[config.mk]
export PLATFORM = sky130hd
export DESIGN_NAME = key_event_arbiter_flat
export DESIGN_NICKNAME = d
export VERILOG_FILES = /design/src/rtl/key_event_arbiter_if.sv /design/src/rtl/key_event_arbiter.sv /design/src/flat_wrapper.sv
export SDC_FILE = /design/constraint.sdc
export NUM_CORES = 1
export LEC_CHECK = 0
export CORE_MARGIN = 2
export CORE_UTILIZATION = 50
export CTS_CLUSTER_SIZE = 20
export DETAILED_ROUTE_END_ITERATION = 12
export PLACE_DENSITY = 0.69
export SLEW_MARGIN = 20
export SYNTH_ARGS = -nofsm -noshare
export SYNTH_HDL_FRONTEND = slang
export SYNTH_SLANG_ARGS = --single-unit
[constraint.sdc]
create_clock -name clk -period 2.58 [get_ports clk]
set_clock_uncertainty 0.1 [all_clocks]
set_input_delay 0.516 -clock clk [delete_from_list [all_inputs] [get_ports clk]]
set_output_delay 0.516 -clock clk [all_outputs]
set_load 0.01 [all_outputs]
[src/rtl/key_event_arbiter_if.sv]
// Key-pin and key-event bundle between the board buttons, the arbiter and the consumer.
// master = arbiter side, slave = pin driver / event consumer side.
interface key_event_arbiter_if #(
  parameter int NUM_KEYS = 4,
  parameter int ID_W     = (NUM_KEYS > 1) ? $clog2(NUM_KEYS) : 1
);
  logic [NUM_KEYS-1:0] key_in;
  logic [NUM_KEYS-1:0] key_state;
  logic                evt_valid;
  logic [ID_W-1:0]     evt_id;
  logic                evt_ready;
  logic                evt_overrun;

  modport master (
    input  key_in, evt_ready,
    output key_state, evt_valid, evt_id, evt_overrun
  );

  modport slave (
    output key_in, evt_ready,
    input  key_state, evt_valid, evt_id, evt_overrun
  );
endinterface

[src/rtl/key_event_arbiter.sv]
// Debounces active-low push-buttons and emits one key-ID event per press on a
// valid/ready stream, sharing the output between keys round-robin.
module key_event_arbiter #(
  parameter int NUM_KEYS         = 4,
  parameter int TICK_DIV         = 50000,
  parameter int DEBOUNCE_SAMPLES = 4
) (
  input logic                  clk,
  input logic                  rst,
  key_event_arbiter_if.master  bus
);
  localparam int ID_W = (NUM_KEYS > 1) ? $clog2(NUM_KEYS) : 1;
  localparam int TCW  = $clog2(TICK_DIV);
  localparam int CW   = $clog2(DEBOUNCE_SAMPLES + 1);
  localparam logic [TCW-1:0] TICK_LAST = TCW'(TICK_DIV - 1);
  localparam logic [CW-1:0]  CNT_LAST  = CW'(DEBOUNCE_SAMPLES - 1);

  // state  | meaning
  // S_IDLE | no event on the output; picks the next pending key
  // S_SEND | evt_valid high, evt_id held until evt_ready
  typedef enum logic {S_IDLE, S_SEND} state_t;

  logic [NUM_KEYS-1:0] r_sync1, r_sync2;
  logic [TCW-1:0]      r_tick_cnt;
  logic                w_tick;
  logic [CW-1:0]       r_db_cnt [NUM_KEYS];
  logic [NUM_KEYS-1:0] r_key_state, r_key_state_d;
  logic [NUM_KEYS-1:0] w_pressed, w_press, w_clear, r_pending;
  logic                r_overrun;
  state_t              r_state;
  logic                r_evt_valid;
  logic [ID_W-1:0]     r_evt_id, r_ptr;
  logic [ID_W-1:0]     w_pick;
  logic                w_found, w_load;
  int                  w_idx;

  always_ff @(posedge clk or posedge rst) begin
    if (rst) begin
      r_sync1 <= '1;
      r_sync2 <= '1;
    end else begin
      r_sync1 <= bus.key_in;
      r_sync2 <= r_sync1;
    end
  end

  assign w_tick = (r_tick_cnt == TICK_LAST);

  always_ff @(posedge clk or posedge rst) begin
    if (rst)         r_tick_cnt <= '0;
    else if (w_tick) r_tick_cnt <= '0;
    else             r_tick_cnt <= r_tick_cnt + 1'b1;
  end

  assign w_pressed = ~r_sync2;

  always_ff @(posedge clk or posedge rst) begin
    if (rst) begin
      for (int i = 0; i < NUM_KEYS; i++) r_db_cnt[i] <= '0;
      r_key_state <= '0;
    end else if (w_tick) begin
      for (int i = 0; i < NUM_KEYS; i++) begin
        if (w_pressed[i] == r_key_state[i]) begin
          r_db_cnt[i] <= '0;
        end else if (r_db_cnt[i] == CNT_LAST) begin
          r_key_state[i] <= ~r_key_state[i];
          r_db_cnt[i]    <= '0;
        end else begin
          r_db_cnt[i] <= r_db_cnt[i] + 1'b1;
        end
      end
    end
  end

  assign w_press = r_key_state & ~r_key_state_d;

  // Round-robin scan starting just after the last granted key.
  always_comb begin
    w_found = 1'b0;
    w_pick  = '0;
    w_idx   = 0;
    for (int k = 1; k <= NUM_KEYS; k++) begin
      w_idx = int'(r_ptr) + k;
      if (w_idx >= NUM_KEYS) w_idx = w_idx - NUM_KEYS;
      if (!w_found && r_pending[ID_W'(w_idx)]) begin
        w_found = 1'b1;
        w_pick  = ID_W'(w_idx);
      end
    end
  end

  assign w_load  = (r_state == S_IDLE) && w_found;
  assign w_clear = w_load ? ({{(NUM_KEYS-1){1'b0}}, 1'b1} << w_pick) : '0;

  // A press landing on a key whose pending bit is being loaded re-arms it.
  always_ff @(posedge clk or posedge rst) begin
    if (rst) begin
      r_key_state_d <= '0;
      r_pending     <= '0;
      r_overrun     <= 1'b0;
    end else begin
      r_key_state_d <= r_key_state;
      r_pending     <= (r_pending & ~w_clear) | w_press;
      r_overrun     <= |(w_press & r_pending & ~w_clear);
    end
  end

  always_ff @(posedge clk or posedge rst) begin
    if (rst) begin
      r_state     <= S_IDLE;
      r_evt_valid <= 1'b0;
      r_evt_id    <= '0;
      r_ptr       <= ID_W'(NUM_KEYS - 1);
    end else begin
      case (r_state)
        S_IDLE: begin
          if (w_found) begin
            r_evt_id    <= w_pick;
            r_evt_valid <= 1'b1;
            r_ptr       <= w_pick;
            r_state     <= S_SEND;
          end
        end
        S_SEND: begin
          if (bus.evt_ready) begin
            r_evt_valid <= 1'b0;
            r_state     <= S_IDLE;
          end
        end
        default: r_state <= S_IDLE;
      endcase
    end
  end

  assign bus.key_state   = r_key_state;
  assign bus.evt_valid   = r_evt_valid;
  assign bus.evt_id      = r_evt_id;
  assign bus.evt_overrun = r_overrun;
endmodule

[src/flat_wrapper.sv]
// flat-port wrapper written by rule: the top's interface ports become plain ports
module key_event_arbiter_flat 
#(
  parameter int NUM_KEYS         = 4,
  parameter int TICK_DIV         = 50000,
  parameter int DEBOUNCE_SAMPLES = 4
)
  (clk, rst, bus_key_in, bus_evt_ready, bus_key_state, bus_evt_valid, bus_evt_id, bus_evt_overrun);
  key_event_arbiter_if #(.NUM_KEYS(NUM_KEYS)) bus_i ();
  input logic clk;
  input logic rst;
  input wire logic [$bits(bus_i.key_in)-1:0] bus_key_in;
  input wire logic [$bits(bus_i.evt_ready)-1:0] bus_evt_ready;
  output wire logic [$bits(bus_i.key_state)-1:0] bus_key_state;
  output wire logic [$bits(bus_i.evt_valid)-1:0] bus_evt_valid;
  output wire logic [$bits(bus_i.evt_id)-1:0] bus_evt_id;
  output wire logic [$bits(bus_i.evt_overrun)-1:0] bus_evt_overrun;
  assign bus_i.key_in = bus_key_in;
  assign bus_i.evt_ready = bus_evt_ready;
  assign bus_key_state = bus_i.key_state;
  assign bus_evt_valid = bus_i.evt_valid;
  assign bus_evt_id = bus_i.evt_id;
  assign bus_evt_overrun = bus_i.evt_overrun;
  key_event_arbiter #(.NUM_KEYS(NUM_KEYS), .TICK_DIV(TICK_DIV), .DEBOUNCE_SAMPLES(DEBOUNCE_SAMPLES)) u_core (.clk(clk), .rst(rst), .bus(bus_i));
endmodule
==> results of run 1 <==
==> sequential cells by signal, summed over array words and instances (netlist names) <==
name	flops
u_core.r_tick_cnt	16
u_core.r_state	1
u_core.r_key_state_d	4
u_core.r_db_cnt	12
u_core.bus.evt_overrun	1
u_core.bus.key_state	4
u_core.bus.evt_valid	1
u_core.bus.evt_id	2
u_core.r_sync2	4
u_core.r_ptr	2
u_core.r_pending	4
u_core.r_sync1	4
==> worst min path at each step <==
stage	start	endpoint	slack, ps
6_report	u_core.r_sync1[0]	u_core.r_sync2[0]	260
5_1_grt	u_core.r_sync1[2]	u_core.r_sync2[2]	270
3_5_place_dp	u_core.r_sync1[0]	u_core.r_sync2[0]	250
4_1_cts	u_core.r_sync1[0]	u_core.r_sync2[0]	260
2_1_floorplan	u_core.r_sync1[0]	u_core.r_sync2[0]	250
3_3_place_gp	u_core.r_sync1[0]	u_core.r_sync2[0]	250
==> cells by family after synthesis <==
family                     after synthesis
and+or+nand+nor                         81
buffers and inverters                   14
DFF                                     55
AOI/OAI and AO/OA                       35
adders and majority gates                5
muxes                                    2
xor gates and xnor gates                17
==> routing by layer <==
metal	track usage [%]	part of all wire, %	up-vias
met5	0	0	-
met1	22.2	50	715
met4	6.79	1.4	0
met3	4.14	3.2	5
met2	26.2	45	18
li1	-	-	761
==> final cells by class <==
class | instances | area share, %
Sequential cell | 55 | 51.0
Multi-Input combinational cell | 140 | 34.2
Timing Repair Buffer | 17 | 6.44
Clock buffer | 6 | 3.03
Tap cell | 54 | 2.48
Inverter | 11 | 1.52
Clock inverter | 2 | 1.29
==> placed cells by master (no fill, tap or decap), types with 2 or more instances in the layout <==
cell,count
o31ai_1,5
nor4_1,5
dfstp_2,10
and3_1,2
a21o_1,5
nor3_1,2
nand3_1,10
o21ai_0,8
buf_4,2
nor2_1,18
xor2_1,11
dfrtp_1,45
nor2b_1,4
o21a_1,6
nand2_1,24
inv_1,10
ha_1,5
clkdlybuf4s50_1,14
nand2b_1,3
nand4_1,3
clkbuf_8,6
nor4bb_1,2
a22o_1,2
xnor2_1,6
==> power breakdown <==
part           internal [mW]  switching [mW]
Combinational         0.0130          0.0209
Sequential             0.873         0.00292
Clock                  0.314           0.266
Total                   1.20           0.289
==> flow_metrics.tcl, run 1 <==
set metrics [dict create \
    status "completed" \
    crit_cells 1 \
    cts_max_level 2 \
    finalNetCount 242 \
    synth-xor-area-share_pct 6.27 \
    critPathLaunch "u_core.bus.key_state[2]" \
    ir_drop_mv 0.326 \
    arrival_ps 1330 \
    slew_violations 0 \
    drc 0 \
    place_inst 277 \
    hp-class "register to register" \
    synth_compound_area_share_pct 11.5 \
    crit_fanout 6 \
    cp-endpoint "bus_key_state[2]" \
    gp_congestion 0.807 \
    ys_warn_count 0 \
    ys_ff_latch 55 \
    r2r_end "u_core.bus.evt_overrun" \
    ys_types 42 \
    antenna_found_initial 0 \
    clkSinkCount 55 \
    critical_path_class "register to output pin" \
    wl_um 3780 \
    fin_crit_ps 1950 \
    synth_commonest_cells "dfrtp_1, nand2_1, nor2_1, inv_1, xor2_1" \
    wl_per_cell_um 13.2 \
    async_flop_share_pct 100 \
    grt_use_total_pct 16.7 \
    reg2reg_setup_slack_ps 680 \
    r2r_cells 5 \
    crit_chain "clkdlybuf4s50_1" \
    dieArea_mm2 0.00532 \
    crit_buf_inv 1 \
    num_antenna_cells 0 \
    top_level_ports 15 \
    yosysMostFrequentCell "dfrtp_1" \
    cap_violations 0 \
    dpl_cell_area_mm2 0.00260 \
    die_h_um 72.9 \
    postLayoutCoreUtil_pct 58.4 \
    synth_top_area_share_pct 47.4 \
    gr-total-overflow 0 \
    setup_viol 0 \
    dp_hpwl_um 2570 \
    finalPower_mw 1.49 \
    grt_pass1_wl_um 6790 \
    synth_nets 221 \
    hold_depth 0 \
    vias_per_cell 5.26 \
    die_w_um 72.9 \
    cp-end-kind "output pin" \
    synth_fa_ha_area_share_pct 2.63 \
    total_leakage_power_nw 1.24 \
    multi_input_area_um2 931 \
    tritoncts "yes" \
    cts_buffers 5 \
    r2r-start "u_core.r_pending[0]" \
    cts_setup_buffers 0 \
    fin_hold_ws_ps 259 \
    floorplan.initialDensity_pct 51.0 \
    core_area_mm2 0.00466 \
    power-per-cell-area_mw_per_mm2 547 \
    synth_edf_count 0 \
    clock_latency_ps 300 \
    synthCells 209 \
    startpoint_type "register" \
    cts_hold_buf 0 \
    tns_ps 0 \
    pre_cts_slack_ps 693 \
    synth_top_family_by_area "simple AND/OR/NAND/NOR gates" \
    yosys-mux-area-fraction_pct 1.05 \
    fin_ws_ps 631 \
    synth.avg_cell_area_um2 11.4 \
    critPathSlowestCell "clkdlybuf4s50_1" \
    hold_viol 0 \
    grt_pass1_vias 1491 \
    yosys.area.top_type "dfrtp_1" \
    num_rows 25 \
    ys_seq_area_share_pct 58.5 \
    drt_iter0_markers 87 \
    rsz0062_at_grt "false" \
    root_buffer "clkbuf_8" \
    slowest_delay_ps 570 \
    drive_gt1_share_pct 13.9 \
    via_count 1499 \
    first_pass_iters 4 \
    yosys_most_used_dff "dfrtp_1" \
    post_cts_resized 0 \
    slew_headroom_pct 66.0 \
    area_growth_pct 14.6 \
    register_area_mm2 0.00139 \
    synth_area_leaders "dfrtp_1, dfstp_2, xor2_1" \
    stdcell_count 285 \
    synthSimpleGateAreaFrac_pct 17.8 \
    post-route-period-util_pct 75.6 \
    worstPathRequired_ps 1960 \
    drtAntennaViolNets 0 \
    clock_path_buffers 2 \
    clk_pin_slew_ps 90 \
    fmax_mhz 513 \
    grt_max_degree 56 \
    syn_area_mm2 0.00237 \
    final_area_mm2 0.00272 \
    cpLargestDelayFamily "buffers and inverters" \
    nFillCells 394 \
    io_buffers 14 \
    worst_pin_slew_ps 508 \
]
(Power assumes the default switching activity.)
==> inputs of run 2 (changes only) <==
==> constraint.sdc (replaced) <==
create_clock -name clk -period 2 [get_ports clk]
set_clock_uncertainty 0.1 [all_clocks]
set_input_delay 0.4 -clock clk [delete_from_list [all_inputs] [get_ports clk]]
set_output_delay 0.4 -clock clk [all_outputs]
set_load 0.01 [all_outputs]
==> run 2 against run 1 <==
- critical path depth increased by 4
- register-to-register slack got worse by 580 ps
- combinational power rose by 29%
- global-route usage is essentially flat
- hold slack better by 2.7 ps
- via count grew 2.3%
- routed wire length decreased by 1.4%
- power up 29%
- sequential share of layout area fell by 0.23 points
- count of clock-buffer cells in the layout down 1
- highest routed layer unchanged
==> flow_metrics.tcl, run 2 (synthesized netlist as in run 1, its figures left out) <==
set metrics [dict create \
    status "completed" \
    fin_ws_ps 102 \
    root_buffer "clkbuf_8" \
    layout_commonest_cell "dfrtp_1" \
    gr-total-overflow 0 \
    wl_per_cell_um 13.0 \
    cts_setup_buffers 0 \
    cts_hold_buf 0 \
    total_leakage_power_nw 1.25 \
    drive_gt1_share_pct 14.6 \
    highest_layer "met4" \
    largestRegisters "u_core.r_tick_cnt x16, u_core.r_db_cnt x12" \
    fin_hold_ws_ps 261 \
    clock_latency_ps 310 \
    clk_pin_slew_ps 100 \
    fin_crit_ps 1900 \
    via_count 1533 \
    finalPower_mw 1.92 \
    hp-class "register to register" \
    gp_congestion 0.833 \
    worstPathRequired_ps 2130 \
    setup_viol 0 \
    met2_wirelength_um 1640 \
    final_cell_mix "dfrtp_1, nand2_1, nor2_1, clkdlybuf4s50_1, xor2_1" \
    power-per-cell-area_mw_per_mm2 701 \
    rsz0062_at_grt "false" \
    floorplan.initialDensity_pct 51.0 \
    cap_violations 0 \
    dr_wl_met3_um 125 \
    die_h_um 72.9 \
    vias_per_cell 5.34 \
    cp-end-kind "register" \
    ir_drop_mv 0.469 \
    tritoncts "yes" \
    slew_violations 0 \
    regMostFlops "u_core.r_tick_cnt" \
    cts_buffers 5 \
    grt_use_total_pct 16.7 \
    post_cts_resized 0 \
    startpoint_type "register" \
    drt_iter0_markers 44 \
    grt_max_degree 56 \
    wl_met1_um 1890 \
    grt_pass1_wl_um 6660 \
    slew_headroom_pct 66.3 \
    arrival_ps 2020 \
    drc 0 \
    drtAntennaViolNets 0 \
    area_growth_pct 15.1 \
    wl_um 3720 \
    grt_pass1_vias 1460 \
    cts_max_level 2 \
    clkSinkCount 55 \
    clock_path_buffers 2 \
    fmax_mhz 527 \
    die_w_um 72.9 \
    post-route-period-util_pct 94.9 \
    top_level_ports 15 \
    pre_cts_slack_ps 137 \
    critical_path_class "register to register" \
    dieArea_mm2 0.00532 \
    num_rows 25 \
    postLayoutCoreUtil_pct 58.7 \
    hold_viol 0 \
    num_antenna_cells 0 \
    tns_ps 0 \
    first_pass_iters 4 \
    crit_fanout 6 \
    largest_reg_flops 16 \
    antenna_found_initial 0 \
    finalNetCount 244 \
    worst_pin_slew_ps 501 \
    reg2reg_setup_slack_ps 100 \
    io_buffers 14 \
    core_area_mm2 0.00466 \
    dp_hpwl_um 2550 \
]
## run 2: area by class of cell
class / instances / area [µm²]
fill: 357 / 1930
clock inverter: 3 / 46.3
tap: 54 / 67.6
multi-input combinational: 140 / 931
sequential: 55 / 1390
timing repair buffer: 19 / 190
inverter: 11 / 41.3
clock buffer: 5 / 68.8
## run 2: worst paths after layout
check,startpoint,endpoint,cells past startpoint
max in group asynchronous,rst,u_core.r_ptr[0],3
hold reg to reg,u_core.r_sync1[0],u_core.r_sync2[0],0
setup / recovery,u_core.r_pending[1],u_core.bus.evt_overrun,5
hold / removal,u_core.r_sync1[0],u_core.r_sync2[0],0
min in group asynchronous,rst,u_core.bus.key_state[2],3
setup reg to reg,u_core.r_pending[1],u_core.bus.evt_overrun,5
## run 2: stage by stage
| stage | cells | cell area, µm² |
|---|---|---|
| final | 287 | 2730 |
| after global routing | 287 | 2730 |
| after CTS | 287 | 2730 |
| after detailed placement | 279 | 2620 |
| after global placement | 279 | 2620 |
| after floorplan | 209 | 2370 |
## run 2: per-layer routing
metal | GRT usage [%] | vias up
met3 | 4.97 | 6
li1 | - | 767
met5 | 0 | -
met4 | 8.23 | 0
met2 | 23.6 | 27
met1 | 23.4 | 733
## run 2: where the power goes
part | leakage (nW) | internal, mW | switching [mW]
clock network | 0.0548 | 0.377 | 0.364
registers | 0.719 | 1.13 | 0.00354
logic | 0.475 | 0.0168 | 0.0271
## run 2: worst max-delay path, stage by stage (launching register included)
cell and delay, ps:
dfrtp_1 430, or2_4 270, a311oi_4 360, mux2_4 330, a32o_2 260, o221ai_2 50
